===== config.mk =====
export PLATFORM = sky130hd
export DESIGN_NAME = serial_adder
export DESIGN_NICKNAME = d
export VERILOG_FILES = /design/src/rtl/serial_adder.sv
export SDC_FILE = /design/constraint.sdc
export NUM_CORES = 1
export LEC_CHECK = 0
export CORE_AREA = 4 4 84 164
export DETAILED_ROUTE_END_ITERATION = 8
export DIE_AREA = 0 0 88 168
export MAX_ROUTING_LAYER = met4
export PLACE_DENSITY = 0.72
export SLEW_MARGIN = 20
export SYNTH_ARGS = -nofsm -noshare
export SYNTH_HDL_FRONTEND = slang
export SYNTH_SLANG_ARGS = --single-unit

===== constraint.sdc =====
create_clock -name clk -period 1.75 [get_ports clk]
set_input_delay 0.175 -clock clk [delete_from_list [all_inputs] [get_ports clk]]
set_output_delay 0.175 -clock clk [all_outputs]
set_load 0.05 [all_outputs]

===== src/rtl/serial_adder.sv =====
// Bit-serial WIDTH-bit adder/subtractor driving a single full-adder cell, LSB first.
// Define SERIAL_ADDER_OVF_EN to build the signed-overflow detector; otherwise overflow reads 0.

module onebit_adder (
    input  logic in_1,
    input  logic in_2,
    input  logic c_in,
    output logic sum,
    output logic c_out
);
    assign sum   = in_1 ^ in_2 ^ c_in;
    assign c_out = (in_1 & in_2) | (c_in & (in_1 ^ in_2));
endmodule

module serial_adder #(
    parameter int WIDTH = 32
) (
    input  logic             clk,
    input  logic             rst,
    input  logic             start,
    input  logic             sub,
    input  logic [WIDTH-1:0] in_a,
    input  logic [WIDTH-1:0] in_b,
    output logic             busy,
    output logic             done,
    output logic [WIDTH-1:0] result,
    output logic             c_out,
    output logic             overflow
);
    localparam int CNT_W = (WIDTH > 1) ? $clog2(WIDTH) : 1;
    localparam logic [CNT_W-1:0] LAST_CNT = CNT_W'(WIDTH - 1);
    localparam logic [CNT_W-1:0] MSB_CNT  = CNT_W'(WIDTH - 2);

    typedef enum logic [1:0] {IDLE, RUN, DONE} state_t;

    state_t           state;
    logic [WIDTH-1:0] a_sh;
    logic [WIDTH-1:0] b_sh;
    logic [WIDTH-1:0] r_sh;
    logic [WIDTH-1:0] r_next;
    logic             carry;
    logic [CNT_W-1:0] cnt;
    logic             bit_sum;
    logic             bit_carry;
    logic             last_bit;
    logic             msb_bit;

    onebit_adder u_bit (
        .in_1  (a_sh[0]),
        .in_2  (b_sh[0]),
        .c_in  (carry),
        .sum   (bit_sum),
        .c_out (bit_carry)
    );

    assign last_bit = (cnt == LAST_CNT);
    assign msb_bit  = (cnt == MSB_CNT);
    assign r_next   = {bit_sum, r_sh[WIDTH-1:1]};

    always_ff @(posedge clk) begin
        if (rst) begin
            state  <= IDLE;
            a_sh   <= '0;
            b_sh   <= '0;
            r_sh   <= '0;
            carry  <= 1'b0;
            cnt    <= '0;
            busy   <= 1'b0;
            done   <= 1'b0;
            result <= '0;
            c_out  <= 1'b0;
        end else begin
            case (state)
                IDLE, DONE: begin
                    done <= 1'b0;
                    if (start) begin
                        // Subtraction is A + ~B + 1: invert B and seed the carry with 1.
                        a_sh  <= in_a;
                        b_sh  <= sub ? ~in_b : in_b;
                        carry <= sub;
                        cnt   <= '0;
                        busy  <= 1'b1;
                        state <= RUN;
                    end else begin
                        state <= IDLE;
                    end
                end
                RUN: begin
                    a_sh  <= a_sh >> 1;
                    b_sh  <= b_sh >> 1;
                    r_sh  <= r_next;
                    carry <= bit_carry;
                    cnt   <= cnt + 1'b1;
                    if (last_bit) begin
                        result <= r_next;
                        c_out  <= bit_carry;
                        busy   <= 1'b0;
                        done   <= 1'b1;
                        state  <= DONE;
                    end
                end
                default: begin
                    state <= IDLE;
                    busy  <= 1'b0;
                    done  <= 1'b0;
                end
            endcase
        end
    end

`ifdef SERIAL_ADDER_OVF_EN
    logic c_msb_in;

    // Overflow is the carry into the MSB disagreeing with the carry out of it.
    always_ff @(posedge clk) begin
        if (rst) begin
            c_msb_in <= 1'b0;
            overflow <= 1'b0;
        end else if (state == RUN) begin
            if (msb_bit) c_msb_in <= bit_carry;
            if (last_bit) overflow <= c_msb_in ^ bit_carry;
        end
    end
`else
    assign overflow = 1'b0;
`endif

endmodule

==> impl_metrics.tcl, run 1 <==
set metrics [dict create \
    outcome "complete, no violations" \
    finalPower_uw 7690 \
    yosys.area.top_type "dfxtp_1" \
    io_buffers 102 \
    cts_tree "yes" \
    ys.warnings.count 0 \
    finalMaxSlewViolations 0 \
    crit_type "flop to output pin" \
    synth_cells 657 \
    fin_nets 803 \
    drt_first_iter_violations 321 \
    finalWirelength_um 13000 \
    yosys.area.top_type_share 0.500 \
    cp-end-kind "output pin" \
    syn_area_per_cell_um2 8.42 \
    crit_chain "clkdlybuf4s50_1" \
    crit_arrival_ns 1.53 \
    core-area_mm2 0.0126 \
    gp_congestion 0.779 \
    grt_pass1_wl_um 20800 \
    fin_crit_sh 0.975 \
    final-seq-area_mm2 0.00276 \
    die_h_um 168 \
    clk_path_buf_depth 2 \
    max_freq_ghz 0.586 \
    antenna_found_initial 0 \
    hold_viol 0 \
    initial_core_util 0.441 \
    max_slew_margin 0.659 \
    synth.distinct_cells 28 \
    synth.area.top_cells "dfxtp_1, a21oi_1, nand2_1" \
    final_util 0.586 \
    path_buf_inv 1 \
    tightest_slew_ns 0.511 \
    wl_met1_um 5100 \
    die_w_um 88 \
    wl_met2_um 7150 \
    wl_met3_um 494 \
    powerDensity_mw_per_mm2 1050 \
    path_delay_family "buffers and inverters" \
    synthesis.area_mm2 0.00553 \
    ys_seq_area_frac 0.500 \
    setup-tns-final_ns 0 \
    top_layer_used "met4" \
    final_common_cell "dfxtp_1" \
    overflow 0 \
    grt_usage 0.180 \
    dieArea_mm2 0.0148 \
    cts_sinks 138 \
    vias 4867 \
    num_rows 58 \
    postRouteAntennaNets 0 \
    syn_nets 728 \
    cp_max_fo 2 \
    ctsHoldBuffers 0 \
    wire_per_inst_um 14.5 \
    area_delta_synth_final_pct 32.9 \
    clk_pin_slew_ns 0.06 \
    ir_drop_v 0.000915 \
    antennaDiodeCount 0 \
    hold_path_class "input pin to flop" \
    synth_seq_cells 138 \
    num-fill-cells 1169 \
    h-tree-depth 4 \
    hpwl_um 8440 \
    fin_skew_ns 0.00931 \
    drive_gt1_frac 0.0805 \
    min_period_ns 1.71 \
    cts-root-buf "clkbuf_16" \
    cp_slowest_stage_delay_ns 0.80 \
    power.leakage_uw 0.00293 \
    numCtsBuffers 17 \
    firstDrtPassIters 5 \
    viasPerCell 5.44 \
    required_ns 1.57 \
    remaining_drc_errors 0 \
    critPathSlowestCell "clkdlybuf4s50_1" \
    grt_pass1_vias 4571 \
    final_cell_mix "dfxtp_1, a21oi_1, nand2_1, clkdlybuf4s50_1, nand3_1" \
    io_pins 104 \
    setup_viol_count_final 0 \
    maxCapViolations 0 \
    cts_setup_buffers 0 \
    clkLatencyLatePin_ns 0.41 \
    cp-start-kind "flop" \
    grt_max_degree 75 \
    multi_input_area_mm2 0.00249 \
]
## stage by stage
step / setup slack [ns] / hold WS [ns] / cells / instance area, um^2
after global placement: 0.181 / 0.441 / 862 / 6680
final: 0.0441 / 0.207 / 895 / 7350
after detailed placement: 0.0915 / 0.448 / 862 / 6680
after global routing: -0.00325 / 0.204 / 895 / 7350
after floorplan: 0.104 / 0.311 / 657 / 5530
after CTS: 0.00367 / 0.187 / 894 / 7270
## state kept, by name (all words and copies together) (netlist names), 2 cells and up
name	cells
a_sh	32
state	2
cnt	5
r_sh	31
b_sh	32
result	32
## cell usage after synthesis, drive strengths merged
cell type and count:
nor3b 2, conb 1, nand2b 3, clkbuf 20, nor2 5, fa 1, nand3b 1, a211oi 1
nand4 1, inv 1, and3b 1, nor3 1, mux2 2, dfxtp 138, nor2b 2, and3 1
o32a 1, buf 44, o21a 1, ha 2, a22oi 63, xor2 32, a21oi 133, nand2 132
nand3 68
## final cells by class
type / instances / share of cell area
well taps: 150 / 0.0255
clock inverters: 14 / 0.0231
multi-input cells: 454 / 0.339
repair buffers: 120 / 0.178
inverters: 1 / 0.000511
flip-flops and latches: 138 / 0.376
clock buffers: 18 / 0.0584
## path summary, 6_finish.rpt
| path | start | endpoint | cells past startpoint | slack, ns |
|---|---|---|---|---|
| worst max register to register | cnt[1]$_SDFFE_PP0P_ | result[14]$_SDFFE_PP0P_ | 7 | 0.11 |
| worst max-delay path | result[13]$_SDFFE_PP0P_ | result[13] | 1 | 0.04 |
| worst min-delay path | rst | b_sh[0]$_SDFFE_PP0P_ | 2 | 0.21 |
| worst min register to register | result[17]$_SDFFE_PP0P_ | result[17]$_SDFFE_PP0P_ | 2 | 0.45 |
## logic make-up after synthesis
group / count (synthesis) / share of synthesized area
AOI/OAI and AO/OA: 199 / 0.210
other: 1 / 0.000678
buffers and inverters: 65 / 0.0575
xor gates and xnor gates: 32 / 0.0507
and+or+nand+nor: 217 / 0.169
adders and majority gates: 3 / 0.00814
DFF: 138 / 0.500
muxes: 2 / 0.00407
## where the power goes
part	internal (uW)	switching, uW	leakage [uW]	total, uW
Combinational	355	422	0.00153	776
Clock	2240	1330	0.000283	3570
Sequential	3270	72.2	0.00112	3340
Total	5870	1820	0.00293	7690
## per-layer routing
layer  global-route usage  vias up
met5                    -        -
met4               0.0708        0
met3               0.0372       17
met2                0.312      114
met1                0.197     2309
li1                     -     2427
## repair_timing
action,in CTS,in global routing
cloned,0,1
setup endpoints to repair,13,49
gates resized for setup,13,22
(Power assumes the default switching activity.)
==> run 2, diff against run 1 <==
CORE_AREA = 4 4 94 185   (was 4 4 84 164)
DIE_AREA = 0 0 98 189   (was 0 0 88 168)
PLACE_DENSITY = default   (was 0.72)
==> run 2 against run 1 <==
Via count is 1.5% lower. Wire length is 0.55% lower. Worst setup slack gained 0.093 ns. Die area up 25%. Core utilization down 13 points. Highest routed layer unchanged. Non-clock buffer count grew 1. Global-route usage decreased by 3.5 points. First-iteration DRC count is 0.93% lower. Largest power group is now registers. Flip-flop and latch count is the same.
==> impl_metrics.tcl, run 2 (synthesis gave the netlist of run 1 again) <==
set metrics [dict create \
    ir_drop_v 0.000613 \
    cts_tree "yes" \
    final_cell_mix "dfxtp_1, a21oi_1, nand2_1, nand3_1, clkdlybuf4s50_1" \
    cp-start-kind "flop" \
    remaining_drc_errors 0 \
    num-fill-cells 1578 \
    power.leakage_uw 0.00295 \
    powerDensity_mw_per_mm2 996 \
    cts_setup_buffers 0 \
    fin_ws_ns 0.137 \
    vias 4794 \
    area_delta_synth_final_pct 32.7 \
    numCtsBuffers 17 \
    cp_max_fo 13 \
    dieArea_mm2 0.0185 \
    max_slew_margin 0.653 \
    initial_core_util 0.343 \
    num_rows 66 \
    switchingPower_uw 1870 \
    final_util 0.456 \
    hold_viol 0 \
    setup-tns-final_ns 0 \
    hpwl_um 8110 \
    drive_gt1_frac 0.0858 \
    swShare 0.256 \
    maxCapViolations 0 \
    antenna_found_initial 0 \
    place_ws_ns 0.0486 \
    io_pins 104 \
    overflow 0 \
    min_period_ns 1.61 \
    h-tree-depth 4 \
    core-area_mm2 0.0161 \
    p_int_uw 5440 \
    clk_pin_slew_ns 0.06 \
    drt_first_iter_violations 318 \
    hold_path_class "input pin to flop" \
    grt_pass1_wl_um 21700 \
    firstDrtPassIters 4 \
    postRouteAntennaNets 0 \
    tightest_slew_ns 0.520 \
    die_w_um 98 \
    io_buffers 102 \
    clkPwrFrac 0.437 \
    fin_skew_ns 0.00839 \
    crit_arrival_ns 1.95 \
    die_h_um 189 \
    grt_max_degree 67 \
    cts_sinks 138 \
    setup_viol_count_final 0 \
    hold_depth 2 \
    fin_crit_sh 0.922 \
    final_common_cell "dfxtp_1" \
    r2r_cells 7 \
    finalMaxSlewViolations 0 \
    fin_nets 804 \
    grt_usage 0.145 \
    finalWirelength_um 12900 \
    outcome "complete, no violations" \
    pwr-share-comb 0.108 \
    grt_pass1_vias 4609 \
    antennaDiodeCount 0 \
    clkLatencyLatePin_ns 0.41 \
    seqPwrFrac 0.456 \
    max_freq_ghz 0.620 \
    crit_type "flop to flop" \
    cts-root-buf "clkbuf_16" \
    clk_path_buf_depth 2 \
    viasPerCell 5.05 \
    cp-end-kind "flop" \
    reg_top3 "a_sh x32, b_sh x32, result x32" \
    gp_congestion 0.748 \
    wire_per_inst_um 13.6 \
    required_ns 2.09 \
]
==> run 2: changes by cell type in the layout (fill, tap and decap cells not counted), moves of 2 or more <==
| cell | before | now |
|---|---|---|
| clkinv_2 | 3 | 5 |
| ha_2 | 0 | 2 |
| clkdlybuf4s50_1 | 69 | 65 |
| bufinv_16 | 3 | 0 |
| buf_4 | 9 | 12 |
| dlymetal6s2s_1 | 18 | 21 |
==> run 2: path summary, 6_finish.rpt <==
| check | endpoint | from | slack (ns) |
|---|---|---|---|
| worst max-delay path | result[25]$_SDFFE_PP0P_ | cnt[1]$_SDFFE_PP0P_ | 0.14 |
| worst min-delay path | b_sh[7]$_SDFFE_PP0P_ | rst | 0.16 |
| worst max register to register | result[25]$_SDFFE_PP0P_ | cnt[1]$_SDFFE_PP0P_ | 0.14 |
| worst min register to register | result[0]$_SDFFE_PP0P_ | result[0]$_SDFFE_PP0P_ | 0.45 |
==> run 2: area by class of cell <==
| class | count | area, um^2 | area share |
|---|---|---|---|
| tap | 204 | 255 | 0.0348 |
| multi-input combinational | 454 | 2480 | 0.338 |
| timing repair buffer | 121 | 1310 | 0.178 |
| clock buffer | 18 | 429 | 0.0585 |
| clock inverter | 14 | 98.8 | 0.0135 |
| inverter | 1 | 3.75 | 0.000512 |
| sequential | 138 | 2760 | 0.377 |
==> run 2: what timing repair did <==
| item | CTS | global route |
|---|---|---|
| hold buffers | 0 | 0 |
| hold endpoints to repair | 0 | 0 |
| setup endpoints to repair | 12 | 54 |
| gates resized for setup | 12 | 29 |
==> run 2: through the flow <==
step                total power (uW)  hold slack, ns  area [um^2]  instances
finish                          7310           0.164         7340        950
global route                    7650           0.156         7340        950
CTS                             7440           0.139         7260        950
detailed placement              4190           0.445         6750        918
global placement                4180           0.442         6750        918
floorplan                       3870           0.311         5530        657
==> run 2: worst max-delay path: stages (launching register included) <==
cell	delay [ns]
dfxtp_1	0.36
ha_2	0.21
and3_1	0.16
ha_2	0.22
and3b_2	0.24
buf_6	0.17
nand2_1	0.07
a21oi_1	0.12
==> run 2: power groups by stage <==
| stage | sequential, uW | combinational (uW) | clock [uW] |
|---|---|---|---|
| finish | 3330 | 787 | 3190 |
| global route | 3340 | 870 | 3440 |
| CTS | 3330 | 794 | 3310 |
| detailed placement | 3400 | 793 | 0 |
| global placement | 3400 | 787 | 0 |
| floorplan | 3390 | 482 | 0 |
==> run 2: metal layers <==
layer,wire [um],global-route usage,up-vias
met5,0,-,-
met4,176,0.0469,0
li1,-,-,2430
met3,563,0.0446,14
met2,6150,0.230,115
met1,6020,0.175,2235
==> run 3, diff against run 2 <==
clock period = 1.4 ns   (was 1.75 ns; I/O delays follow)
==> run 3 against run 2 <==
Largest power group is now clock. Register-to-register slack got worse by 0.25 ns. Core utilization is 2.0 points higher. Final cell count is 1.3% higher. Die area is the same. Worst setup slack lost 0.25 ns. Critical path depth did not move. The run now ends with setup timing left. Non-clock buffer count grew 12. Final area up 4.3%. Largest cell class unchanged. Combinational power increased by 40%.
==> impl_metrics.tcl, run 3 (synthesis gave the netlist of run 1 again) <==
set metrics [dict create \
    h-tree-depth 4 \
    required_ns 1.74 \
    wl_met2_um 6600 \
    crit_type "flop to flop" \
    num-fill-cells 1553 \
    grt_max_degree 56 \
    wl_met3_um 784 \
    ir_drop_v 0.000783 \
    clkLatencyLatePin_ns 0.41 \
    hpwl_um 8310 \
    core-area_mm2 0.0161 \
    remaining_drc_errors 0 \
    die_w_um 98 \
    fin_crit_sh 1.08 \
    fin_nets 816 \
    max_freq_ghz 0.661 \
    postRouteAntennaNets 0 \
    gp_congestion 0.736 \
    cp-end-kind "flop" \
    grt_pass1_wl_um 22000 \
    numCtsBuffers 17 \
    critPathSlowestCell "dfxtp_2" \
    min_period_ns 1.51 \
    top_layer_used "met4" \
    final_common_cell "dfxtp_1" \
    setup-tns-final_ns -2.73 \
    fin_ws_ns -0.112 \
    power.leakage_uw 0.00276 \
    antennaDiodeCount 0 \
    startpoint "cnt[1]$_SDFFE_PP0P_" \
    ff2ff_setup_slack_ns -0.11 \
    regToRegStartpoint "cnt[1]$_SDFFE_PP0P_" \
    io_pins 104 \
    drt_first_iter_violations 262 \
    grt_pass1_vias 4448 \
    endpoint "result[11]$_SDFFE_PP0P_" \
    cts_sinks 138 \
    vias 4861 \
    crit_top_cell "ha_4" \
    initial_core_util 0.343 \
    antenna_found_initial 0 \
    cts-root-buf "clkbuf_16" \
    wire_per_inst_um 14.2 \
    finalWirelength_um 13700 \
    crit_chain "ha_4 -> and3_4 -> ha_4 -> and3b_2 -> clkbuf_16 -> nand2_1 -> a21oi_1" \
    io_buffers 102 \
    clk_path_buf_depth 2 \
    cp-start-kind "flop" \
    fin_skew_ns 0.0116 \
    cp_slowest_stage_delay_ns 0.35 \
    final_cell_mix "dfxtp_1, nand2_1, a21oi_1, nand3_1, clkdlybuf4s50_1" \
    finalMaxSlewViolations 0 \
    rsz0062_at_grt "yes" \
    die_h_um 189 \
    overflow 0 \
    drive_gt1_frac 0.157 \
    cp_max_fo 16 \
    clk_pin_slew_ns 0.07 \
    violations "setup timing" \
    r2r_cells 7 \
    grt_usage 0.147 \
    firstDrtPassIters 5 \
    area_delta_synth_final_pct 38.4 \
    cts_tree "yes" \
    viasPerCell 5.05 \
    hold_path_class "input pin to flop" \
    crit_arrival_ns 1.85 \
    maxCapViolations 0 \
    powerDensity_mw_per_mm2 1300 \
    reg_top3 "a_sh x32, b_sh x32, result x32" \
    wl_met1_um 6160 \
    final_util 0.475 \
    setup_viol_count_final 33 \
    num_rows 66 \
    outcome "complete, but fails checks" \
    reg2reg_to "result[11]$_SDFFE_PP0P_" \
    dieArea_mm2 0.0185 \
    hold_viol 0 \
]
run 3: cell count changes in the layout (fill, tap and decap cells not counted), sizes merged:
| cell | delta |
|---|---|
| inv | +2 |
| clkinv | -2 |
| dlymetal6s2s | -21 |
| bufinv | +3 |
| buf | +41 |
| bufbuf | +1 |
| clkinvlp | -3 |
| dlygate4sd2 | -12 |
| clkbuf | +3 |
run 3: how the worst min path moves through the flow:
stage / startpoint / depth (start not counted) / end
6_report: rst / 2 / cnt[1]$_SDFFE_PP0P_
5_1_grt: rst / 2 / b_sh[3]$_SDFFE_PP0P_
4_1_cts: rst / 2 / cnt[1]$_SDFFE_PP0P_
3_5_place_dp: r_sh[1]$_SDFFE_PP0P_ / 2 / result[0]$_SDFFE_PP0P_
3_3_place_gp: r_sh[1]$_SDFFE_PP0P_ / 2 / result[0]$_SDFFE_PP0P_
2_1_floorplan: in_a[31] / 2 / a_sh[31]$_SDFFE_PP0P_
run 3: critical path: cells and delay by family (launching register included):
kind	cells	cell delay, ns
simple gates	3	0.50
buf+inv	1	0.20
flops	1	0.35
compound gates	1	0.12
fa+ha+maj	2	0.27
run 3: cell type report:
type                            instances  area, um^2  area share
Clock inverter                         14         184      0.0240
Tap cell                              204         255      0.0333
Sequential cell                       138        2770       0.361
Inverter                                1        3.75    0.000490
Clock buffer                           18         439      0.0574
Multi-Input combinational cell        454        2530       0.330
Timing Repair Buffer                  133        1480       0.193
run 3: power breakdown:
part           internal [uW]  switching [uW]  leakage, uW
registers               4080            86.5      0.00112
logic                    540             560      0.00133
clock network           2890            1780     0.000304
total                   7520            2430      0.00276
run 3: layer usage:
metal | track usage | up-vias
met5 | - | -
met2 | 0.230 | 135
met3 | 0.0354 | 9
met1 | 0.187 | 2260
met4 | 0.0512 | 0
li1 | - | 2457
run 3: metrics by stage:
stage                     cells  instance area (um^2)  power, uW  setup slack (ns)  hold WS [ns]
after floorplan             657                  5600       4850           -0.0471         0.276
after global placement      923                  6850       5270           -0.0624         0.440
after CTS                   957                  7510      10000           -0.0887        0.0475
after global routing        962                  7650      10300            -0.163        0.0601
final                       962                  7650       9940            -0.112        0.0644
after detailed placement    923                  6850       5280            -0.101         0.445
run 3: repair_timing:
item / 4_1_cts / 5_1_grt
setup buffers: 1 / 2
pin swaps: 2 / 1
resized for setup: 2 / 7
gates cloned: 1 / 3
hold buffers: 0 / 0
endpoints found under the setup margin: 83 / 85
